### src/rtl/loopback_mc_pkg.sv
// loopback_mc_pkg: shared mode and lane-state encodings for the loopback BER tester
package loopback_mc_pkg;
  typedef enum logic [1:0] {CLEAR, ALIGN, TEST, HOLD} mode_t;
  typedef enum logic [1:0] {UNLOCKED, SEARCH, LOCKED} lane_state_t;
endpackage

### src/rtl/loopback_mc_lane.sv
// loopback_mc_lane: one lane's TX history, latency search, lock and saturating bit counters
// Optional first-error capture is built when LOOPBACK_MC_ERRLOG_EN is defined.
module loopback_mc_lane
  import loopback_mc_pkg::*;
#(
  parameter int MAX_LAT = 64,
  parameter int ALIGN_LEN = 32,
  parameter int CNT_W = 64,
  parameter int LW = $clog2(MAX_LAT)
) (
  input logic clk_i,
  input logic rst_i,
  input logic valid_i,
  input mode_t mode_i,
  input logic tx_i,
  input logic rx_i,
  output logic locked_o,
  output logic [LW-1:0] latency_o,
  output logic [CNT_W-1:0] correct_o,
  output logic [CNT_W-1:0] total_o
`ifdef LOOPBACK_MC_ERRLOG_EN
  ,
  output logic err_seen_o,
  output logic [CNT_W-1:0] first_err_o
`endif
);
  localparam int RW = $clog2(ALIGN_LEN + 1);
  lane_state_t state;
  logic [MAX_LAT-2:0] sr;
  logic [MAX_LAT-1:0] hist;
  logic [LW-1:0] lat;
  logic [RW-1:0] run;
  logic match, searching, counting;
  assign hist = {sr, tx_i};
  assign match = rx_i == hist[lat];
  assign searching = (state == SEARCH && (mode_i == ALIGN || mode_i == TEST)) ||
                     (state == UNLOCKED && mode_i == ALIGN);
  assign counting = state == LOCKED && mode_i == TEST;
  assign locked_o = state == LOCKED;
  assign latency_o = lat;
  // History shift, latency search and counting, all gated by valid; CLEAR zeroes everything
  always_ff @(posedge clk_i) begin
    if (rst_i || mode_i == CLEAR) begin
      sr <= '0;
      state <= UNLOCKED;
      lat <= '0;
      run <= '0;
      correct_o <= '0;
      total_o <= '0;
`ifdef LOOPBACK_MC_ERRLOG_EN
      err_seen_o <= 1'b0;
      first_err_o <= '0;
`endif
    end else if (valid_i) begin
      sr <= hist[MAX_LAT-2:0];
      if (searching) begin
        if (match) begin
          run <= run + RW'(1);
          state <= run == RW'(ALIGN_LEN - 1) ? LOCKED : SEARCH;
        end else begin
          run <= '0;
          lat <= lat + LW'(1);
          state <= SEARCH;
        end
      end
      if (counting) begin
        total_o <= &total_o ? total_o : total_o + CNT_W'(1);
        correct_o <= (&correct_o || !match) ? correct_o : correct_o + CNT_W'(1);
`ifdef LOOPBACK_MC_ERRLOG_EN
        if (!match && !err_seen_o) begin
          err_seen_o <= 1'b1;
          first_err_o <= total_o;
        end
`endif
      end
    end
  end
endmodule

### src/rtl/loopback_mc.sv
// loopback_mc: multi-lane loopback BER tester with per-lane latency search and lane-select readout
// Optional LOOPBACK_MC_ERRLOG_EN adds per-lane first-error capture (err_seen_o, first_err_o).
module loopback_mc
  import loopback_mc_pkg::*;
#(
  parameter int N_LANES = 4,
  parameter int MAX_LAT = 64,
  parameter int ALIGN_LEN = 32,
  parameter int CNT_W = 64,
  localparam int LW = $clog2(MAX_LAT),
  localparam int SW = N_LANES > 1 ? $clog2(N_LANES) : 1
) (
  input logic clk_i,
  input logic rst_i,
  input logic valid_i,
  input logic [N_LANES-1:0] data_tx_i,
  input logic [N_LANES-1:0] data_rx_i,
  input logic [1:0] mode_i,
  input logic [SW-1:0] lane_sel_i,
  output logic [N_LANES-1:0] locked_o,
  output logic all_locked_o,
  output logic [LW-1:0] latency_o,
  output logic [CNT_W-1:0] correct_bits_o,
  output logic [CNT_W-1:0] total_bits_o
`ifdef LOOPBACK_MC_ERRLOG_EN
  ,
  output logic [N_LANES-1:0] err_seen_o,
  output logic [CNT_W-1:0] first_err_o
`endif
);
  logic [LW-1:0] lat_a [N_LANES];
  logic [CNT_W-1:0] corr_a [N_LANES];
  logic [CNT_W-1:0] tot_a [N_LANES];
  logic sel_ok;
`ifdef LOOPBACK_MC_ERRLOG_EN
  logic [CNT_W-1:0] ferr_a [N_LANES];
`endif
  for (genvar i = 0; i < N_LANES; i++) begin : g_lane
    loopback_mc_lane #(
      .MAX_LAT(MAX_LAT),
      .ALIGN_LEN(ALIGN_LEN),
      .CNT_W(CNT_W),
      .LW(LW)
    ) u_lane (
      .clk_i(clk_i),
      .rst_i(rst_i),
      .valid_i(valid_i),
      .mode_i(mode_t'(mode_i)),
      .tx_i(data_tx_i[i]),
      .rx_i(data_rx_i[i]),
      .locked_o(locked_o[i]),
      .latency_o(lat_a[i]),
      .correct_o(corr_a[i]),
      .total_o(tot_a[i])
`ifdef LOOPBACK_MC_ERRLOG_EN
      ,
      .err_seen_o(err_seen_o[i]),
      .first_err_o(ferr_a[i])
`endif
    );
  end
  assign all_locked_o = &locked_o;
  assign sel_ok = {1'b0, lane_sel_i} < (SW + 1)'(N_LANES);
  // Registered readout mux; out-of-range lanes read as zero
  always_ff @(posedge clk_i) begin
    if (rst_i) begin
      latency_o <= '0;
      correct_bits_o <= '0;
      total_bits_o <= '0;
`ifdef LOOPBACK_MC_ERRLOG_EN
      first_err_o <= '0;
`endif
    end else begin
      latency_o <= sel_ok ? lat_a[lane_sel_i] : '0;
      correct_bits_o <= sel_ok ? corr_a[lane_sel_i] : '0;
      total_bits_o <= sel_ok ? tot_a[lane_sel_i] : '0;
`ifdef LOOPBACK_MC_ERRLOG_EN
      first_err_o <= sel_ok ? ferr_a[lane_sel_i] : '0;
`endif
    end
  end
endmodule
### config.mk
export PLATFORM = sky130hd
export DESIGN_NAME = loopback_mc
export DESIGN_NICKNAME = d
export VERILOG_FILES = /design/src/rtl/loopback_mc_pkg.sv /design/src/rtl/loopback_mc_lane.sv /design/src/rtl/loopback_mc.sv
export SDC_FILE = /design/constraint.sdc
export NUM_CORES = 2
export LEC_CHECK = 0
export BUFFER_PORTS_ARGS = -buffer_cell sky130_fd_sc_hd__buf_2
export CORE_UTILIZATION = 50
export DETAILED_ROUTE_END_ITERATION = 12
export GPL_TIMING_DRIVEN = 0
export PLACE_DENSITY = 0.66
export SYNTH_ARGS = -nofsm -noshare
export SYNTH_HDL_FRONTEND = slang
export SYNTH_SLANG_ARGS = --single-unit
export TNS_END_PERCENT = 30
### constraint.sdc
create_clock -name clk_i -period 4.74 [get_ports clk_i]
set_input_delay 0.948 -clock clk_i [delete_from_list [all_inputs] [get_ports clk_i]]
set_output_delay 0.948 -clock clk_i [all_outputs]
set_load 0.01 [all_outputs]
**Word-level counts from Yosys, hierarchy flattened**

Index checks and enable logic that the tools add are counted.

- Shift operators: 0
- Reduce and logical (&&, ||, !) cells: 56
- Equal/unequal tests: 18
- Multiplexer cells: 29
- Magnitude comparators: 5
- Bitwise operators: 13
- $mul: 0
- Add/subtract/negate cells: 16
- Divide/modulo/power cells: 0

Operator list:

| kind | number |
|---|---|
| $add 64x1->64 const B | 8 |
| $reduce_and 64->1 | 8 |
| $bmux 64 s2 | 2 |
| $mux 64 | 4 |
| $add 6x1->6 const B | 8 |
| $mux 6 | 6 |
| $reduce_and 3->1 | 12 |
| $lt 6x7->1 const B | 4 |
| $bmux 1 s6 | 4 |
| $eq 6x5->1 const B | 4 |
| $mux 2 | 8 |
| $bmux 6 s2 | 1 |
| $logic_and 1x1->1 | 12 |
| $not 1->1 | 12 |
| $eq 2x1->1 const B | 5 |
| $eq 2x2->1 const B | 5 |
| $logic_not 2->1 | 5 |
| $logic_or 1x1->1 | 10 |
| $reduce_and 2->1 | 4 |
| $eq 1x1->1 | 4 |
| $logic_not 1->1 | 4 |
| $mux 1 | 4 |
| $reduce_and 4->1 | 1 |
| $ge 3x3->1 const B | 1 |
| $not 2->3 | 1 |

- Word-level logic and storage cells: 164
- Memory bits (read-only): 0
- Latch bits: 0
- Input port bits: 15
- Memories kept: 0
- Bits in writable memories: 0
- Bits in registers: 954
- Output and inout bits: 139

**Depth between registers and ports, before layout**

- Depth after elaboration: 7
- Gate-level depth with buffers: 14
- Depth with buffers taken out: 10

**Modules after synthesis**

From an unflattened synthesis, not the netlist that was laid out.

- Cell total of the unflattened synthesis: 5,024
- Area total of the unflattened synthesis: 45,287.2 um2

Modules (own cells, without submodules):

| module | seq. area each (um2) | instances | cells an instance | area each (um2) |
|---|---|---|---|---|
| loopback_mc_lane (g_lane[0].u_lane ...) | 4,103.9 | 3 | 1,102 | 9,593.0 |
| loopback_mc_lane (g_lane[3].u_lane) | 4,103.9 | 1 | 1,119 | 9,766.9 |
| loopback_mc | 2,682.6 | 1 | 599 | 6,741.5 |

**Worst setup path before layout**

Ideal clock, no wire load.

- Kind: input to register
- Start: input port mode_i[0]
- End: register g_lane[1].u_lane.correct_o[55]
- Data arrival time: 3.005 ns
- Stages on the path: 11
- Library setup time: 0.115 ns
- Data required time: 4.625 ns
- Slack: 1.620 ns
- Buffers on the path: 2
- Path through: inv_1 -> ha_1 -> nand2_1 -> or2_2 -> clkbuf_1 -> nor3_1 -> nand3_1 -> or2_2 -> clkbuf_1 -> o31a_1 -> o21a_1

- Cells in the longest elaborated chain, start to end: 3
- Elaborated cells on any way between the ends: 5
- Those cells by class: eq/ne (1); reduce/logical (4)

RTL lines:

| what | RTL line | source |
|---|---|---|
| start, declared | loopback_mc.sv:18 | `input logic [1:0] mode_i,` |
| $eq 2x2->1 | loopback_mc_lane.sv:38 | `assign counting = state == LOCKED && mode_i == TEST;` |
| $logic_and 1x1->1 | loopback_mc_lane.sv:38 |  |
| $reduce_and 3->1 (no line) | n/a |  |
| end signal, assigned | loopback_mc_lane.sv:68 | `correct_o <= (&correct_o \|\| !match) ? correct_o : correct_o + CNT_W'(1);` |
| end, declared | loopback_mc_lane.sv:19 | `output logic [CNT_W-1:0] correct_o,` |

Several ways; a longest one is shown, not always the timed one.
A chain may end at the register's enable or synchronous reset.

**Worst setup path after layout**

- Start: register g_lane[2].u_lane.correct_o[6]
- End: register g_lane[2].u_lane.correct_o[10]

- Cells in the longest elaborated chain, start to end: 4
- Elaborated cells on any way between the ends: 5
- Those cells by class: add/sub (1); bitwise (1); reduce/logical (3)

RTL lines:

| what | RTL line |
|---|---|
| start, declared | loopback_mc_lane.sv:19 |
| start signal, assigned | loopback_mc_lane.sv:68 |
| parallel branches: the longest is 4 deep, another holds $add 64x1->64 | n/a |

Parallel ways; which one is timed is not known.

==> run_summary.xml <==
<?xml version="1.0" encoding="UTF-8"?>
<metrics>
  <group name="run_status">
    <metric name="status" unit="">finished, final reports clean</metric>
  </group>
  <group name="timing">
    <metric name="slew_viol_final" unit="">0</metric>
    <metric name="grt_setup_unrepaired" unit="">no</metric>
    <metric name="worst_clock_skew" unit="ns">0.0213</metric>
    <metric name="max_freq" unit="MHz">219</metric>
    <metric name="period_needed" unit="ns">4.56</metric>
    <metric name="setup_viol_count_final" unit="">0</metric>
    <metric name="min_period_over_period" unit="">0.962</metric>
    <metric name="fin_tns_setup" unit="ns">0</metric>
    <metric name="max_slew_headroom" unit="">0.0351</metric>
    <metric name="tightest_hold_margin" unit="ns">0.481</metric>
    <metric name="tightest_slew" unit="ns">1.45</metric>
    <metric name="report.final.hold_viol_count" unit="">0</metric>
  </group>
  <group name="die">
    <metric name="chipHeight" unit="um">303</metric>
    <metric name="fp.coreArea" unit="mm2">0.0900</metric>
    <metric name="initial_utilization" unit="">0.505</metric>
    <metric name="die_area" unit="mm2">0.0921</metric>
    <metric name="floorplan.die.width" unit="um">303</metric>
    <metric name="core.rowCount" unit="">110</metric>
    <metric name="ios" unit="">154</metric>
  </group>
  <group name="layout">
    <metric name="nets" unit="">5169</metric>
    <metric name="drive_above_1_share" unit="">0.115</metric>
    <metric name="areaGrowthSynthToFinish" unit="%">12.5</metric>
    <metric name="post_layout_nonfiller_instances" unit="">6400</metric>
    <metric name="final_core_utilization" unit="">0.568</metric>
  </group>
  <group name="worst_setup_path">
    <metric name="critical_path.max_fanout" unit="">10</metric>
    <metric name="timing.critical_path.buf_inv" unit="">3</metric>
    <metric name="worst_path_max_delay_cell" unit="">sky130_fd_sc_hd__clkbuf_1</metric>
    <metric name="data_arrival_time_of_the_worst_path" unit="ns">5.16</metric>
    <metric name="crit_required" unit="ns">5.34</metric>
    <metric name="timing_worst_setup_path_type" unit="">reg2reg</metric>
    <metric name="crit_path_leading_delay_family" unit="">simple AND/OR/NAND/NOR gates</metric>
    <metric name="crit_path_end_kind" unit="">flop</metric>
    <metric name="cp_slowest_stage_delay" unit="ns">0.68</metric>
    <metric name="path_cells" unit="">clkbuf_2 -&gt; and4_1 -&gt; nand4_1 -&gt; or3_1 -&gt; nor3_2 -&gt; a31oi_1 -&gt; nand2_2 -&gt; buf_2 -&gt; clkbuf_1 -&gt; o311ai_0 -&gt; o41ai_1</metric>
    <metric name="worstSetupStartpointType" unit="">flop</metric>
  </group>
  <group name="clocking">
    <metric name="ctsRootBufferMaster" unit="">sky130_fd_sc_hd__clkbuf_16</metric>
    <metric name="clk_pin_slew_worst_paths" unit="ns">0.06</metric>
    <metric name="cts_max_level" unit="">3</metric>
    <metric name="insertion_delay" unit="ns">0.70</metric>
    <metric name="cts_inserted_buffers" unit="">103</metric>
    <metric name="post_cts_resize_count" unit="">1</metric>
    <metric name="post_cts.repair.setup_buffers" unit="">0</metric>
    <metric name="cts.hold.buffers_added" unit="">0</metric>
    <metric name="number_of_sinks_on_the_clock_net" unit="">954</metric>
    <metric name="cts_tree" unit="">built</metric>
    <metric name="clockBufferDepth" unit="">3</metric>
  </group>
  <group name="flow_run">
    <metric name="cap_viol_max_count" unit="">0</metric>
  </group>
  <group name="global_route">
    <metric name="met2_usage" unit="">0.494</metric>
    <metric name="antenna_found_initial" unit="">5</metric>
    <metric name="grt_max_degree" unit="">15</metric>
    <metric name="global_route.peak_usage_layer" unit="">met2</metric>
    <metric name="grt_first_pass_wirelength" unit="mm">221</metric>
    <metric name="remaining_global_route_overflow" unit="">0</metric>
    <metric name="vias_in_the_first_global_route" unit="">36252</metric>
    <metric name="grt_util_all_layers" unit="">0.314</metric>
    <metric name="groute.layer.met3.usage" unit="">0.0578</metric>
    <metric name="grt.met1_usage" unit="">0.427</metric>
  </group>
  <group name="min_path">
    <metric name="worstHoldPathType" unit="">reg2reg</metric>
  </group>
  <group name="synth">
    <metric name="synth_async_sr_flop_share" unit="">0</metric>
    <metric name="yosys.cell_types.count" unit="">78</metric>
    <metric name="syn_area" unit="mm2">0.0454</metric>
    <metric name="yosysWarningCount" unit="">0</metric>
    <metric name="synth.ff_latch_count" unit="">954</metric>
    <metric name="synthesis.area_per_instance" unit="um2">9.31</metric>
    <metric name="synth_seq_area_share" unit="">0.420</metric>
    <metric name="synth.net_count" unit="">4914</metric>
    <metric name="number_of_flops_mapped_to_enable_cells_by_yosys" unit="">0</metric>
    <metric name="post_synth_inst_count" unit="">4880</metric>
    <metric name="synth-main-ff-cell" unit="">sky130_fd_sc_hd__dfxtp_1</metric>
  </group>
  <group name="power_and_ir_drop">
    <metric name="pwr-share-comb" unit="">0.043</metric>
    <metric name="power_report.internal_total" unit="W">0.0130</metric>
    <metric name="irDropWorstVdd" unit="mV">0.248</metric>
    <metric name="p_sw" unit="W">0.00403</metric>
    <metric name="power_per_cell_area" unit="mW/mm2">333</metric>
    <metric name="power.share.switching" unit="">0.237</metric>
    <metric name="total_power" unit="W">0.0170</metric>
    <metric name="share_seq_of_total_power" unit="">0.472</metric>
    <metric name="p_leak" unit="nW">17.4</metric>
    <metric name="pwr-share-clk" unit="">0.485</metric>
  </group>
  <group name="drt">
    <metric name="overall_via_count_from_detail_route" unit="">39457</metric>
    <metric name="dr.pass1.iters" unit="">8</metric>
    <metric name="post-route-drc-count" unit="">0</metric>
    <metric name="route.detailed.wl_per_inst" unit="um">22.9</metric>
    <metric name="initialDrtViolationCount" unit="">4172</metric>
    <metric name="final_antenna_violating_net_count" unit="">0</metric>
    <metric name="routed_via_density" unit="">6.17</metric>
    <metric name="route.final.wire_length" unit="mm">147</metric>
  </group>
  <group name="placement">
    <metric name="place.gp.congestion" unit="">0.982</metric>
    <metric name="io_buffer_count" unit="">150</metric>
    <metric name="place_hpwl" unit="mm">109</metric>
    <metric name="dp.cells" unit="">6206</metric>
  </group>
</metrics>
==> worst paths after layout <==
path                                                       to  depth (start not counted)                                       start  slack (ns)
setup / recovery  g_lane[2].u_lane.correct_o[10]$_SDFFE_PP0P_                         11  g_lane[2].u_lane.correct_o[6]$_SDFFE_PP0P_        0.18
hold / removal     g_lane[1].u_lane.correct_o[9]$_SDFFE_PP0P_                          2  g_lane[1].u_lane.correct_o[9]$_SDFFE_PP0P_        0.48
setup reg to reg  g_lane[2].u_lane.correct_o[10]$_SDFFE_PP0P_                         11  g_lane[2].u_lane.correct_o[6]$_SDFFE_PP0P_        0.18
hold reg to reg    g_lane[1].u_lane.correct_o[9]$_SDFFE_PP0P_                          2  g_lane[1].u_lane.correct_o[9]$_SDFFE_PP0P_        0.48
==> final cells by class <==
cell class	count	area, um2
Antenna cell	3	7.51
Buffer	307	1280
Clock buffer	146	2980
Clock inverter	45	477
Fill cell	8139	38900
Inverter	84	315
Multi-Input combinational cell	3535	24700
Sequential cell	954	19100
Tap cell	1176	1470
Timing Repair Buffer	150	751
==> synth_stat cells, types with 6 or more instances <==
cell	number	share of area
sky130_fd_sc_hd__or3_1	168	0.023
sky130_fd_sc_hd__ha_1	19	0.0052
sky130_fd_sc_hd__a31oi_1	8	0.0011
sky130_fd_sc_hd__o211ai_1	15	0.0025
sky130_fd_sc_hd__or4_1	107	0.018
sky130_fd_sc_hd__nor4_1	94	0.013
sky130_fd_sc_hd__a221oi_1	12	0.0023
sky130_fd_sc_hd__buf_1	31	0.0026
sky130_fd_sc_hd__nor2_1	644	0.053
sky130_fd_sc_hd__xor2_1	125	0.024
sky130_fd_sc_hd__nand4_1	132	0.018
sky130_fd_sc_hd__and3_1	82	0.011
sky130_fd_sc_hd__nand2b_1	12	0.0017
sky130_fd_sc_hd__mux2_2	9	0.0022
sky130_fd_sc_hd__nand2_1	348	0.029
sky130_fd_sc_hd__and4_1	51	0.0098
sky130_fd_sc_hd__buf_2	40	0.0044
sky130_fd_sc_hd__o21a_1	16	0.0026
sky130_fd_sc_hd__dfxtp_1	954	0.42
sky130_fd_sc_hd__nor3b_1	11	0.0018
sky130_fd_sc_hd__clkbuf_1	218	0.018
sky130_fd_sc_hd__nand3_1	227	0.025
sky130_fd_sc_hd__a31o_2	7	0.0013
sky130_fd_sc_hd__o31a_1	14	0.0027
sky130_fd_sc_hd__buf_4	14	0.0023
sky130_fd_sc_hd__nor2b_1	146	0.020
sky130_fd_sc_hd__nor4b_1	6	0.0012
sky130_fd_sc_hd__mux2i_1	372	0.082
sky130_fd_sc_hd__a21oi_1	175	0.019
sky130_fd_sc_hd__nand3b_1	7	0.0012
sky130_fd_sc_hd__o31ai_1	79	0.013
sky130_fd_sc_hd__o221ai_1	12	0.0023
sky130_fd_sc_hd__inv_1	84	0.0069
sky130_fd_sc_hd__a211oi_1	9	0.0015
sky130_fd_sc_hd__and2_1	28	0.0039
sky130_fd_sc_hd__o21ai_0	91	0.010
sky130_fd_sc_hd__xnor2_1	140	0.027
sky130_fd_sc_hd__o41ai_1	6	0.0012
sky130_fd_sc_hd__or2_2	14	0.0019
sky130_fd_sc_hd__mux4_2	174	0.086
sky130_fd_sc_hd__nor3_1	104	0.011
==> power by group through the flow <==
stage	logic [W]	registers, W	clock network [W]
2_1_floorplan	0.000441	0.00821	0
3_3_place_gp	0.000705	0.00821	0
3_5_place_dp	0.000712	0.00821	0
4_1_cts	0.000713	0.00803	0.00834
5_1_grt	0.000757	0.00803	0.00867
6_report	0.000726	0.00803	0.00826
==> flip-flops by register name, indices dropped and copies added, names as in the netlist <==
register / count
correct_bits_o: 64
g_lane.u_lane.latency_o: 24
g_lane.u_lane.state: 8
total_bits_o: 64
g_lane.u_lane.correct_o: 256
g_lane.u_lane.sr: 252
latency_o: 6
g_lane.u_lane.run: 24
g_lane.u_lane.total_o: 256
==> worst reg2reg max path, cell delays in order, from the launching register on <==
cell                       delay, ns
sky130_fd_sc_hd__dfxtp_1        0.31
sky130_fd_sc_hd__clkbuf_2       0.23
sky130_fd_sc_hd__and4_1         0.27
sky130_fd_sc_hd__nand4_1        0.23
sky130_fd_sc_hd__or3_1          0.50
sky130_fd_sc_hd__nor3_2         0.56
sky130_fd_sc_hd__a31oi_1        0.56
sky130_fd_sc_hd__nand2_2        0.40
sky130_fd_sc_hd__buf_2          0.39
sky130_fd_sc_hd__clkbuf_1       0.68
sky130_fd_sc_hd__o311ai_0       0.23
sky130_fd_sc_hd__o41ai_1        0.11
==> stage by stage <==
step / setup slack, ns / area [um2]
floorplan: 1.62 / 45400
global placement: 0.0315 / 47600
detailed placement: 0.0134 / 47700
CTS: 0.329 / 51100
global route: 0.153 / 51100
finish: 0.181 / 51100
==> logic make-up after synthesis <==
group                      synth area share
buffers and inverters                0.0351
xor gates and xnor gates             0.0511
and+or+nand+nor                       0.250
DFF                                   0.420
adders and majority gates           0.00523
muxes                                 0.170
AOI/OAI and AO/OA                    0.0676
==> layout by cell type, fill, tap and decap left out, types with 14 or more instances in the layout <==
cell	instances
sky130_fd_sc_hd__clkbuf_1	238
sky130_fd_sc_hd__ha_1	19
sky130_fd_sc_hd__nor4_1	94
sky130_fd_sc_hd__buf_2	190
sky130_fd_sc_hd__mux4_2	174
sky130_fd_sc_hd__and2_1	28
sky130_fd_sc_hd__mux2i_1	372
sky130_fd_sc_hd__buf_4	14
sky130_fd_sc_hd__nand2_1	348
sky130_fd_sc_hd__xor2_1	125
sky130_fd_sc_hd__o21ai_0	91
sky130_fd_sc_hd__or3_1	168
sky130_fd_sc_hd__and4_1	51
sky130_fd_sc_hd__nor2_1	643
sky130_fd_sc_hd__or4_1	107
sky130_fd_sc_hd__a21oi_1	175
sky130_fd_sc_hd__buf_1	31
sky130_fd_sc_hd__nor2b_1	146
sky130_fd_sc_hd__o211ai_1	15
sky130_fd_sc_hd__xnor2_1	140
sky130_fd_sc_hd__or2_2	14
sky130_fd_sc_hd__clkinv_2	23
sky130_fd_sc_hd__o21a_1	16
sky130_fd_sc_hd__inv_1	84
sky130_fd_sc_hd__nand3_1	227
sky130_fd_sc_hd__dfxtp_1	954
sky130_fd_sc_hd__o31a_1	14
sky130_fd_sc_hd__nand4_1	132
sky130_fd_sc_hd__nor3_1	103
sky130_fd_sc_hd__o31ai_1	79
sky130_fd_sc_hd__and3_1	82
sky130_fd_sc_hd__clkbuf_16	104
sky130_fd_sc_hd__clkbuf_8	22
==> routing by layer <==
metal | part of all wire | up-vias
li1 | - | 18149
met1 | 0.41 | 19080
met2 | 0.45 | 1883
met3 | 0.10 | 341
met4 | 0.040 | 4
met5 | 0.00017 | -
Power figures use the tool's default switching activity.
